<file path="src/rtl/cdr_pkg.sv">
// -----------------------------------------------------------------------------
// cdr_pkg
// Shared definitions for the baud-rate PAM4 CDR loop: state encoding of the
// acquisition/lock sequencer, default PI gain shifts (also used by the loop
// filter at the CDR top level) and the |PHI| helper used for lock statistics.
// -----------------------------------------------------------------------------
package cdr_pkg;

  // Sequencer state encoding, visible on the cdr_lock_ctrl state port.
  localparam logic [1:0] ST_IDLE  = 2'd0;
  localparam logic [1:0] ST_FLUSH = 2'd1;
  localparam logic [1:0] ST_ACQ   = 2'd2;
  localparam logic [1:0] ST_TRACK = 2'd3;

  typedef enum logic [1:0] {
    S_IDLE  = ST_IDLE,
    S_FLUSH = ST_FLUSH,
    S_ACQ   = ST_ACQ,
    S_TRACK = ST_TRACK
  } cdr_state_e;

  // Default PI gain shifts: wide loop while acquiring, narrow while tracking.
  localparam logic [4:0] KP_ACQ_DEF = 5'd10;
  localparam logic [4:0] KI_ACQ_DEF = 5'd16;
  localparam logic [4:0] KP_TRK_DEF = 5'd12;
  localparam logic [4:0] KI_TRK_DEF = 5'd18;

  // kp and ki live in one register so the filter never sees a mixed pair.
  typedef struct packed {
    logic [4:0] kp;
    logic [4:0] ki;
  } gain_pair_t;

  // Magnitude of a signed 16-bit sample, computed in 17 bits and saturated
  // back to 16 bits so -32768 maps to 32767 instead of wrapping.
  function automatic logic [15:0] abs_sat16(input logic [15:0] x);
    logic [16:0] ext;
    logic [16:0] mag;
    ext = {x[15], x};
    mag = x[15] ? (~ext + 17'd1) : ext;
    return (mag[16] || mag[15]) ? 16'h7FFF : mag[15:0];
  endfunction

endpackage

</file>
<file path="src/rtl/cdr_win_stats.sv">
// -----------------------------------------------------------------------------
// cdr_win_stats
// Windowed |PHI| statistics for the CDR lock sequencer. Every sample_en strobe
// is one symbol; a symbol is "good" when its saturated |PHI| is below LOCK_TH.
// Symbols are grouped in windows of 2**WIN_LOG2 strobes.
//
// Ports
//   clk        in   system clock
//   rst_n      in   asynchronous active-low reset
//   clr        in   synchronous clear of the window position and good count
//   sample_en  in   symbol strobe
//   phi        in   signed MMPD output, valid with sample_en
//   win_done   out  high on the strobe that completes a window (combinational)
//   good_cnt   out  good symbols in the current window including this strobe
// -----------------------------------------------------------------------------
module cdr_win_stats
  import cdr_pkg::*;
#(
  parameter int WIN_LOG2 = 6,
  parameter int LOCK_TH  = 1024
) (
  input  logic                clk,
  input  logic                rst_n,
  input  logic                clr,
  input  logic                sample_en,
  input  logic [15:0]         phi,
  output logic                win_done,
  output logic [WIN_LOG2:0]   good_cnt
);

  localparam logic [15:0]         TH_C    = 16'(LOCK_TH);
  localparam logic [WIN_LOG2-1:0] POS_END = {WIN_LOG2{1'b1}};

  logic [WIN_LOG2-1:0] pos_q, pos_d;
  logic [WIN_LOG2:0]   good_q, good_d;
  logic [15:0]         phi_mag;
  logic                good_bit;

  assign phi_mag  = abs_sat16(phi);
  assign good_bit = sample_en && (phi_mag < TH_C);

  always_comb begin
    // The closing strobe's own verdict is part of the window result, so the
    // count handed out is the stored count plus the current symbol.
    good_cnt = good_q + {{WIN_LOG2{1'b0}}, good_bit};
    win_done = sample_en && (pos_q == POS_END);
    pos_d    = pos_q;
    good_d   = good_q;
    if (clr) begin
      pos_d  = '0;
      good_d = '0;
    end else if (sample_en) begin
      pos_d  = pos_q + WIN_LOG2'(1);
      good_d = win_done ? '0 : good_cnt;
    end
  end

  always_ff @(posedge clk or negedge rst_n) begin
    if (!rst_n) begin
      pos_q  <= '0;
      good_q <= '0;
    end else begin
      pos_q  <= pos_d;
      good_q <= good_d;
    end
  end

endmodule

</file>
<file path="src/rtl/cdr_lock_ctrl.sv">
// -----------------------------------------------------------------------------
// cdr_lock_ctrl
// Acquisition/lock sequencer for the baud-rate PAM4 CDR loop. Flushes the PI
// filter, acquires with wide gains, declares lock from windowed |PHI|
// statistics, tracks with narrow gains and re-acquires on loss of lock or
// acquisition timeout. All outputs are registered.
//
// Ports
//   clk         in   system clock
//   rst_n       in   asynchronous active-low reset
//   enable      in   run request; low forces IDLE on the next cycle
//   sample_en   in   CDR symbol strobe
//   phi         in   signed MMPD output, valid with sample_en
//   loop_rst    out  hold the PI filter integrator/output at zero
//   kp_shift    out  proportional gain shift to the filter
//   ki_shift    out  integral gain shift to the filter
//   state       out  0 IDLE, 1 FLUSH, 2 ACQ, 3 TRACK
//   locked      out  high exactly while in TRACK
//   lock_lost   out  one-cycle pulse on TRACK->ACQ
//   acq_tmo     out  one-cycle pulse on ACQ->FLUSH timeout
//   relock_cnt  out  saturating count of lock_lost events, cleared by reset
// -----------------------------------------------------------------------------
module cdr_lock_ctrl
  import cdr_pkg::*;
#(
  parameter int         WIN_LOG2  = 6,
  parameter int         LOCK_TH   = 1024,
  parameter int         GOOD_MIN  = 56,
  parameter int         BAD_MAX   = 32,
  parameter int         LOCK_WINS = 4,
  parameter int         LOSS_WINS = 2,
  parameter int         ACQ_TMO   = 64,
  parameter int         FLUSH_SYM = 16,
  parameter logic [4:0] KP_ACQ    = KP_ACQ_DEF,
  parameter logic [4:0] KI_ACQ    = KI_ACQ_DEF,
  parameter logic [4:0] KP_TRK    = KP_TRK_DEF,
  parameter logic [4:0] KI_TRK    = KI_TRK_DEF
) (
  input  logic        clk,
  input  logic        rst_n,
  input  logic        enable,
  input  logic        sample_en,
  input  logic [15:0] phi,
  output logic        loop_rst,
  output logic [4:0]  kp_shift,
  output logic [4:0]  ki_shift,
  output logic [1:0]  state,
  output logic        locked,
  output logic        lock_lost,
  output logic        acq_tmo,
  output logic [7:0]  relock_cnt
);

  localparam int CW   = WIN_LOG2 + 1;
  localparam int GR_W = $clog2(LOCK_WINS + 1);
  localparam int BR_W = $clog2(LOSS_WINS + 1);
  localparam int WC_W = $clog2(ACQ_TMO + 1);
  localparam int FL_W = $clog2(FLUSH_SYM + 1);

  localparam logic [CW-1:0]   GOOD_MIN_C  = CW'(GOOD_MIN);
  localparam logic [CW-1:0]   BAD_MAX_C   = CW'(BAD_MAX);
  localparam logic [GR_W-1:0] LOCK_WINS_C = GR_W'(LOCK_WINS);
  localparam logic [BR_W-1:0] LOSS_WINS_C = BR_W'(LOSS_WINS);
  localparam logic [WC_W-1:0] ACQ_TMO_C   = WC_W'(ACQ_TMO);
  localparam logic [FL_W-1:0] FLUSH_END_C = FL_W'(FLUSH_SYM - 1);

  cdr_state_e        state_q, state_d;
  logic [FL_W-1:0]   flush_q, flush_d;
  logic [GR_W-1:0]   good_run_q, good_run_d;
  logic [BR_W-1:0]   bad_run_q, bad_run_d;
  logic [WC_W-1:0]   win_cnt_q, win_cnt_d;
  logic [7:0]        relock_q, relock_d;
  gain_pair_t        gain_q, gain_d;
  logic              loop_rst_q, loop_rst_d;
  logic              locked_q, locked_d;
  logic              lock_lost_q, lock_lost_d;
  logic              acq_tmo_q, acq_tmo_d;

  logic              stats_clr;
  logic              win_done;
  logic [CW-1:0]     good_cnt;

  // Window statistics only run in ACQ/TRACK; any other state (and a dropped
  // enable) keeps them cleared so a new acquisition starts on a fresh window.
  assign stats_clr = !enable || (state_q == S_IDLE) || (state_q == S_FLUSH);

  cdr_win_stats #(
    .WIN_LOG2 (WIN_LOG2),
    .LOCK_TH  (LOCK_TH)
  ) u_win_stats (
    .clk       (clk),
    .rst_n     (rst_n),
    .clr       (stats_clr),
    .sample_en (sample_en),
    .phi       (phi),
    .win_done  (win_done),
    .good_cnt  (good_cnt)
  );

  always_comb begin
    state_d     = state_q;
    flush_d     = flush_q;
    good_run_d  = good_run_q;
    bad_run_d   = bad_run_q;
    win_cnt_d   = win_cnt_q;
    relock_d    = relock_q;
    lock_lost_d = 1'b0;
    acq_tmo_d   = 1'b0;

    case (state_q)
      S_IDLE: begin
        flush_d    = '0;
        good_run_d = '0;
        bad_run_d  = '0;
        win_cnt_d  = '0;
        if (enable) begin
          state_d = S_FLUSH;
        end
      end

      S_FLUSH: begin
        if (sample_en) begin
          if (flush_q == FLUSH_END_C) begin
            flush_d = '0;
            state_d = S_ACQ;
          end else begin
            flush_d = flush_q + FL_W'(1);
          end
        end
      end

      S_ACQ: begin
        if (win_done) begin
          good_run_d = (good_cnt >= GOOD_MIN_C) ? (good_run_q + GR_W'(1)) : '0;
          win_cnt_d  = win_cnt_q + WC_W'(1);
          // Lock is checked first so a window that both completes the lock
          // run and exhausts the timeout budget still ends in TRACK.
          if (good_run_d == LOCK_WINS_C) begin
            state_d    = S_TRACK;
            good_run_d = '0;
            win_cnt_d  = '0;
            bad_run_d  = '0;
          end else if (win_cnt_d == ACQ_TMO_C) begin
            state_d    = S_FLUSH;
            acq_tmo_d  = 1'b1;
            good_run_d = '0;
            win_cnt_d  = '0;
          end
        end
      end

      S_TRACK: begin
        if (win_done) begin
          bad_run_d = (good_cnt < BAD_MAX_C) ? (bad_run_q + BR_W'(1)) : '0;
          if (bad_run_d == LOSS_WINS_C) begin
            // Re-acquire without flushing: the filter keeps its state.
            state_d     = S_ACQ;
            bad_run_d   = '0;
            lock_lost_d = 1'b1;
            if (relock_q != 8'hFF) begin
              relock_d = relock_q + 8'd1;
            end
          end
        end
      end

      default: begin
        state_d = S_IDLE;
      end
    endcase

    // A dropped enable wins over whatever the window logic decided this
    // cycle, including its pulses and the relock count.
    if (!enable) begin
      state_d     = S_IDLE;
      flush_d     = '0;
      good_run_d  = '0;
      bad_run_d   = '0;
      win_cnt_d   = '0;
      relock_d    = relock_q;
      lock_lost_d = 1'b0;
      acq_tmo_d   = 1'b0;
    end

    // Outputs are decoded from the next state so they change on the same
    // edge as the state itself.
    loop_rst_d = (state_d == S_IDLE) || (state_d == S_FLUSH);
    locked_d   = (state_d == S_TRACK);
    gain_d     = locked_d ? '{kp: KP_TRK, ki: KI_TRK} : '{kp: KP_ACQ, ki: KI_ACQ};
  end

  always_ff @(posedge clk or negedge rst_n) begin
    if (!rst_n) begin
      state_q     <= S_IDLE;
      flush_q     <= '0;
      good_run_q  <= '0;
      bad_run_q   <= '0;
      win_cnt_q   <= '0;
      relock_q    <= '0;
      gain_q      <= '{kp: KP_ACQ, ki: KI_ACQ};
      loop_rst_q  <= 1'b1;
      locked_q    <= 1'b0;
      lock_lost_q <= 1'b0;
      acq_tmo_q   <= 1'b0;
    end else begin
      state_q     <= state_d;
      flush_q     <= flush_d;
      good_run_q  <= good_run_d;
      bad_run_q   <= bad_run_d;
      win_cnt_q   <= win_cnt_d;
      relock_q    <= relock_d;
      gain_q      <= gain_d;
      loop_rst_q  <= loop_rst_d;
      locked_q    <= locked_d;
      lock_lost_q <= lock_lost_d;
      acq_tmo_q   <= acq_tmo_d;
    end
  end

  assign state      = state_q;
  assign loop_rst   = loop_rst_q;
  assign kp_shift   = gain_q.kp;
  assign ki_shift   = gain_q.ki;
  assign locked     = locked_q;
  assign lock_lost  = lock_lost_q;
  assign acq_tmo    = acq_tmo_q;
  assign relock_cnt = relock_q;

endmodule

</file>
<file path="config.mk">
export PLATFORM = sky130hd
export DESIGN_NAME = cdr_lock_ctrl
export DESIGN_NICKNAME = d
export VERILOG_FILES = /design/src/rtl/cdr_pkg.sv /design/src/rtl/cdr_win_stats.sv /design/src/rtl/cdr_lock_ctrl.sv
export SDC_FILE = /design/constraint.sdc
export NUM_CORES = 1
export LEC_CHECK = 0
export CORE_MARGIN = 2
export CORE_UTILIZATION = 48
export CTS_CLUSTER_DIAMETER = 30
export CTS_CLUSTER_SIZE = 14
export DETAILED_ROUTE_END_ITERATION = 12
export GPL_ROUTABILITY_DRIVEN = 0
export PLACE_DENSITY = 0.76
export SLEW_MARGIN = 0
export SYNTH_ARGS = -nofsm -noshare
export SYNTH_HDL_FRONTEND = slang
export SYNTH_SLANG_ARGS = --single-unit
</file>
<file path="constraint.sdc">
create_clock -name clk -period 1.9 [get_ports clk]
set_clock_uncertainty 0.05 [all_clocks]
set_input_delay 0.285 -clock clk [delete_from_list [all_inputs] [get_ports clk]]
set_output_delay 0.285 -clock clk [all_outputs]
set_load 0.005 [all_outputs]
</file>
==> impl_metrics.ini <==
[status]
outcome = finished with violations
failed_checks = negative setup slack

[synthesis]
synth.top_cell.area_share_pct = 41.4
seq_area_frac_synth_pct = 43.4
syn_area_mm2 = 0.00260
synth.area.top_cells = dfrtp_1, xor2_1, nand2_1
synthFlopType = dfrtp_1
yosysUniqueCellTypes = 67
synthArstFlopShare_pct = 100
synthCells = 265
synth_warnings = 0
synth-edff-count = 0
ys_ff_latch = 45
yosysTopAreaCell = dfrtp_1
avgSynthCellArea_um2 = 9.80

[sta]
finalCriticalPeriod_ns = 2.69
setup_viol = 32
fmax_mhz = 372
rsz0062_at_grt = yes
slew_headroom_pct = 27.9
hold_viol = 0
worst_slack_ns = -0.787
fin_crit_sh_pct = 141
slew_viol_final = 0
tightest_slew_ns = 1.07
setup_tns_ns = -19.41

[global_routing]
grt_max_degree = 24
grt_usage_pct = 23.1
grt_pass1_vias = 2451
grt-ovfl-total = 0
antenna_found_initial = 0
grt_pass1_wl_um = 11200

[drt]
totalWireLength_um = 7300
routedWlPerCell_um = 16.7
vias = 2470
vias_per_cell = 5.64
detail-route-antenna-nets = 0
drc = 0
dr.pass1.iters = 4
initialDrtViolationCount = 118

[clock_network]
cts_made_buffers = 5
cts.htree.levels = 2
clock_path_buffers = 2
insertion_delay_ns = 0.30
cts-root-buf = clkbuf_8
cts_tree = built
clk_pin_slew_ns = 0.08
cts_sinks = 45

[worst_setup_path]
timing.rr.end = bad_run_q[0]
r2r_setup_slack_ns = -0.47
critPathCapture = kp_shift[1]
r2r_cells = 9
crit_cells = 13
slowest_stage = or4_4
cp.required_ns = 2.08
cp_max_fo = 4
critPathMaxStageDelay_ns = 0.53
rr_startpoint = u_win_stats.good_q[0]
path_delay_family = simple AND/OR/NAND/NOR gates
path_class = in2reg
cp-start-kind = input pin
path_cells = buf_6 > or4_4 > nor3_4 > a41oi_2 > nor2b_1 > ha_2 > ha_4 > nand3_4 > or3_4 > nand4_1 > buf_4 > nand2b_4 > o32a_1
crit_arrival_ns = 2.87
cp-startpoint = phi[14]
critPathCaptureType = register
critPathBufInv = 2

[die]
die_h_um = 77.6
start_util_pct = 50.2
core_area_mm2 = 0.00517
fp-row-count = 26
io_pins = 44
die_area_mm2 = 0.00602
dieWidth_um = 77.6

[cells_and_area]
area_growth_pct = 51.4
final_common_cell = buf_4
fin_util_pct = 76.0
final_cell_area_mm2 = 0.00393
fin_nets = 394
drive_gt1_share_pct = 38.3
mostFrequentLayoutCells = buf_4, dfrtp_1, nand2_1
diodes = 0

[worst_hold_path]
min_path_type = reg2reg

[placement]
portBuffers = 36
place.detailed.hpwl_um = 4330
dpl_cell_area_mm2 = 0.00335

[run]
maxCapViolCount = 0

[power_and_ir_drop]
power_w = 0.00186
p_leak_nw = 1.76
peakVddDrop_uv = 333
powerDensity_mw_per_mm2 = 473
[flip-flops by register name, summed over array words and instances, names as in the netlist]
name,count
acq_tmo,1
bad_run_q,2
flush_q,5
good_run_q,3
ki_shift,1
kp_shift,1
lock_lost,1
loop_rst,1
relock_cnt,8
state,2
u_win_stats.good_q,7
u_win_stats.pos_q,6
win_cnt_q,7
[how the worst min path moves through the flow]
stage                 endpoint  slack, ns  cells past startpoint  startpoint
floorplan              acq_tmo      -0.06                      0       rst_n
global placement    flush_q[1]       0.26                      1       rst_n
detailed placement  flush_q[1]       0.25                      1       rst_n
CTS                 flush_q[3]       0.43                      1  flush_q[3]
global route        flush_q[3]       0.46                      1  flush_q[3]
finish              flush_q[3]       0.44                      1  flush_q[3]
[cells by family after synthesis]
family	after synthesis	share of synthesized area [%]
XOR/XNOR	13	4.38
AO/OA/AOI/OAI	60	16.4
buffers and inverters	19	4.14
adder cells (fa/ha/maj)	7	3.37
other	2	0.289
AND/OR/NAND/NOR	114	25.9
flip-flops	45	43.4
multiplexers	5	2.12
[cell type report]
cell class,count,area (µm²)
Tap cell,70,87.6
Clock buffer,7,86.3
Sequential cell,45,1130
Clock inverter,1,30.0
Inverter,4,15.0
Fill cell,341,1240
Multi-Input combinational cell,207,1690
Timing Repair Buffer,104,898
[synthesized netlist by cell type, types with 3 or more instances]
master,number
nor3_1,4
buf_4,9
ha_1,7
a21oi_1,8
o21ai_1,3
nor2b_1,6
o21ai_0,17
dfrtp_1,43
and3_1,4
nor4_1,8
nor2_1,16
a21o_1,4
inv_1,4
a22o_1,3
nand2_1,24
mux2_2,4
nand2b_1,5
and2_1,4
xor2_1,11
clkbuf_1,3
nand4_1,4
nand3_1,16
[layer usage]
metal / wire [µm] / global-route usage, % / part of all wire [%] / vias to the layer above
met5: 0 / 0 / 0 / -
met4: 139 / 10.2 / 1.9 / 0
met3: 216 / 3.95 / 3.0 / 13
met2: 3780 / 41.3 / 52 / 57
met1: 3170 / 27.0 / 43 / 1232
li1: - / - / - / 1168
[report_power, final]
group	internal [W]	switching, W	leakage, nW	total [W]
clock network	0.000429	0.000330	0.0585	0.000758
registers	0.000961	0.00000581	0.618	0.000967
logic	0.0000640	0.0000695	1.09	0.000133
total	0.00145	0.000405	1.76	0.00186
[per-stage QoR]
stage | worst slack, ns | hold slack (ns) | instances
3_3_place_gp | -1.30 | 0.257 | 402
5_1_grt | -0.849 | 0.458 | 438
2_1_floorplan | -0.765 | -0.0606 | 270
6_report | -0.787 | 0.442 | 438
3_5_place_dp | -1.38 | 0.253 | 402
4_1_cts | -0.710 | 0.434 | 422
[what timing repair did]
action,4_1_cts,5_1_grt
pin swaps,21,25
gates cloned,1,0
setup buffers,10,16
resized for setup,47,48
hold buffers,1,0
setup endpoints to repair,33,35
hold endpoints to repair,22,0
No activity file was read; power rests on OpenSTA's default activity.
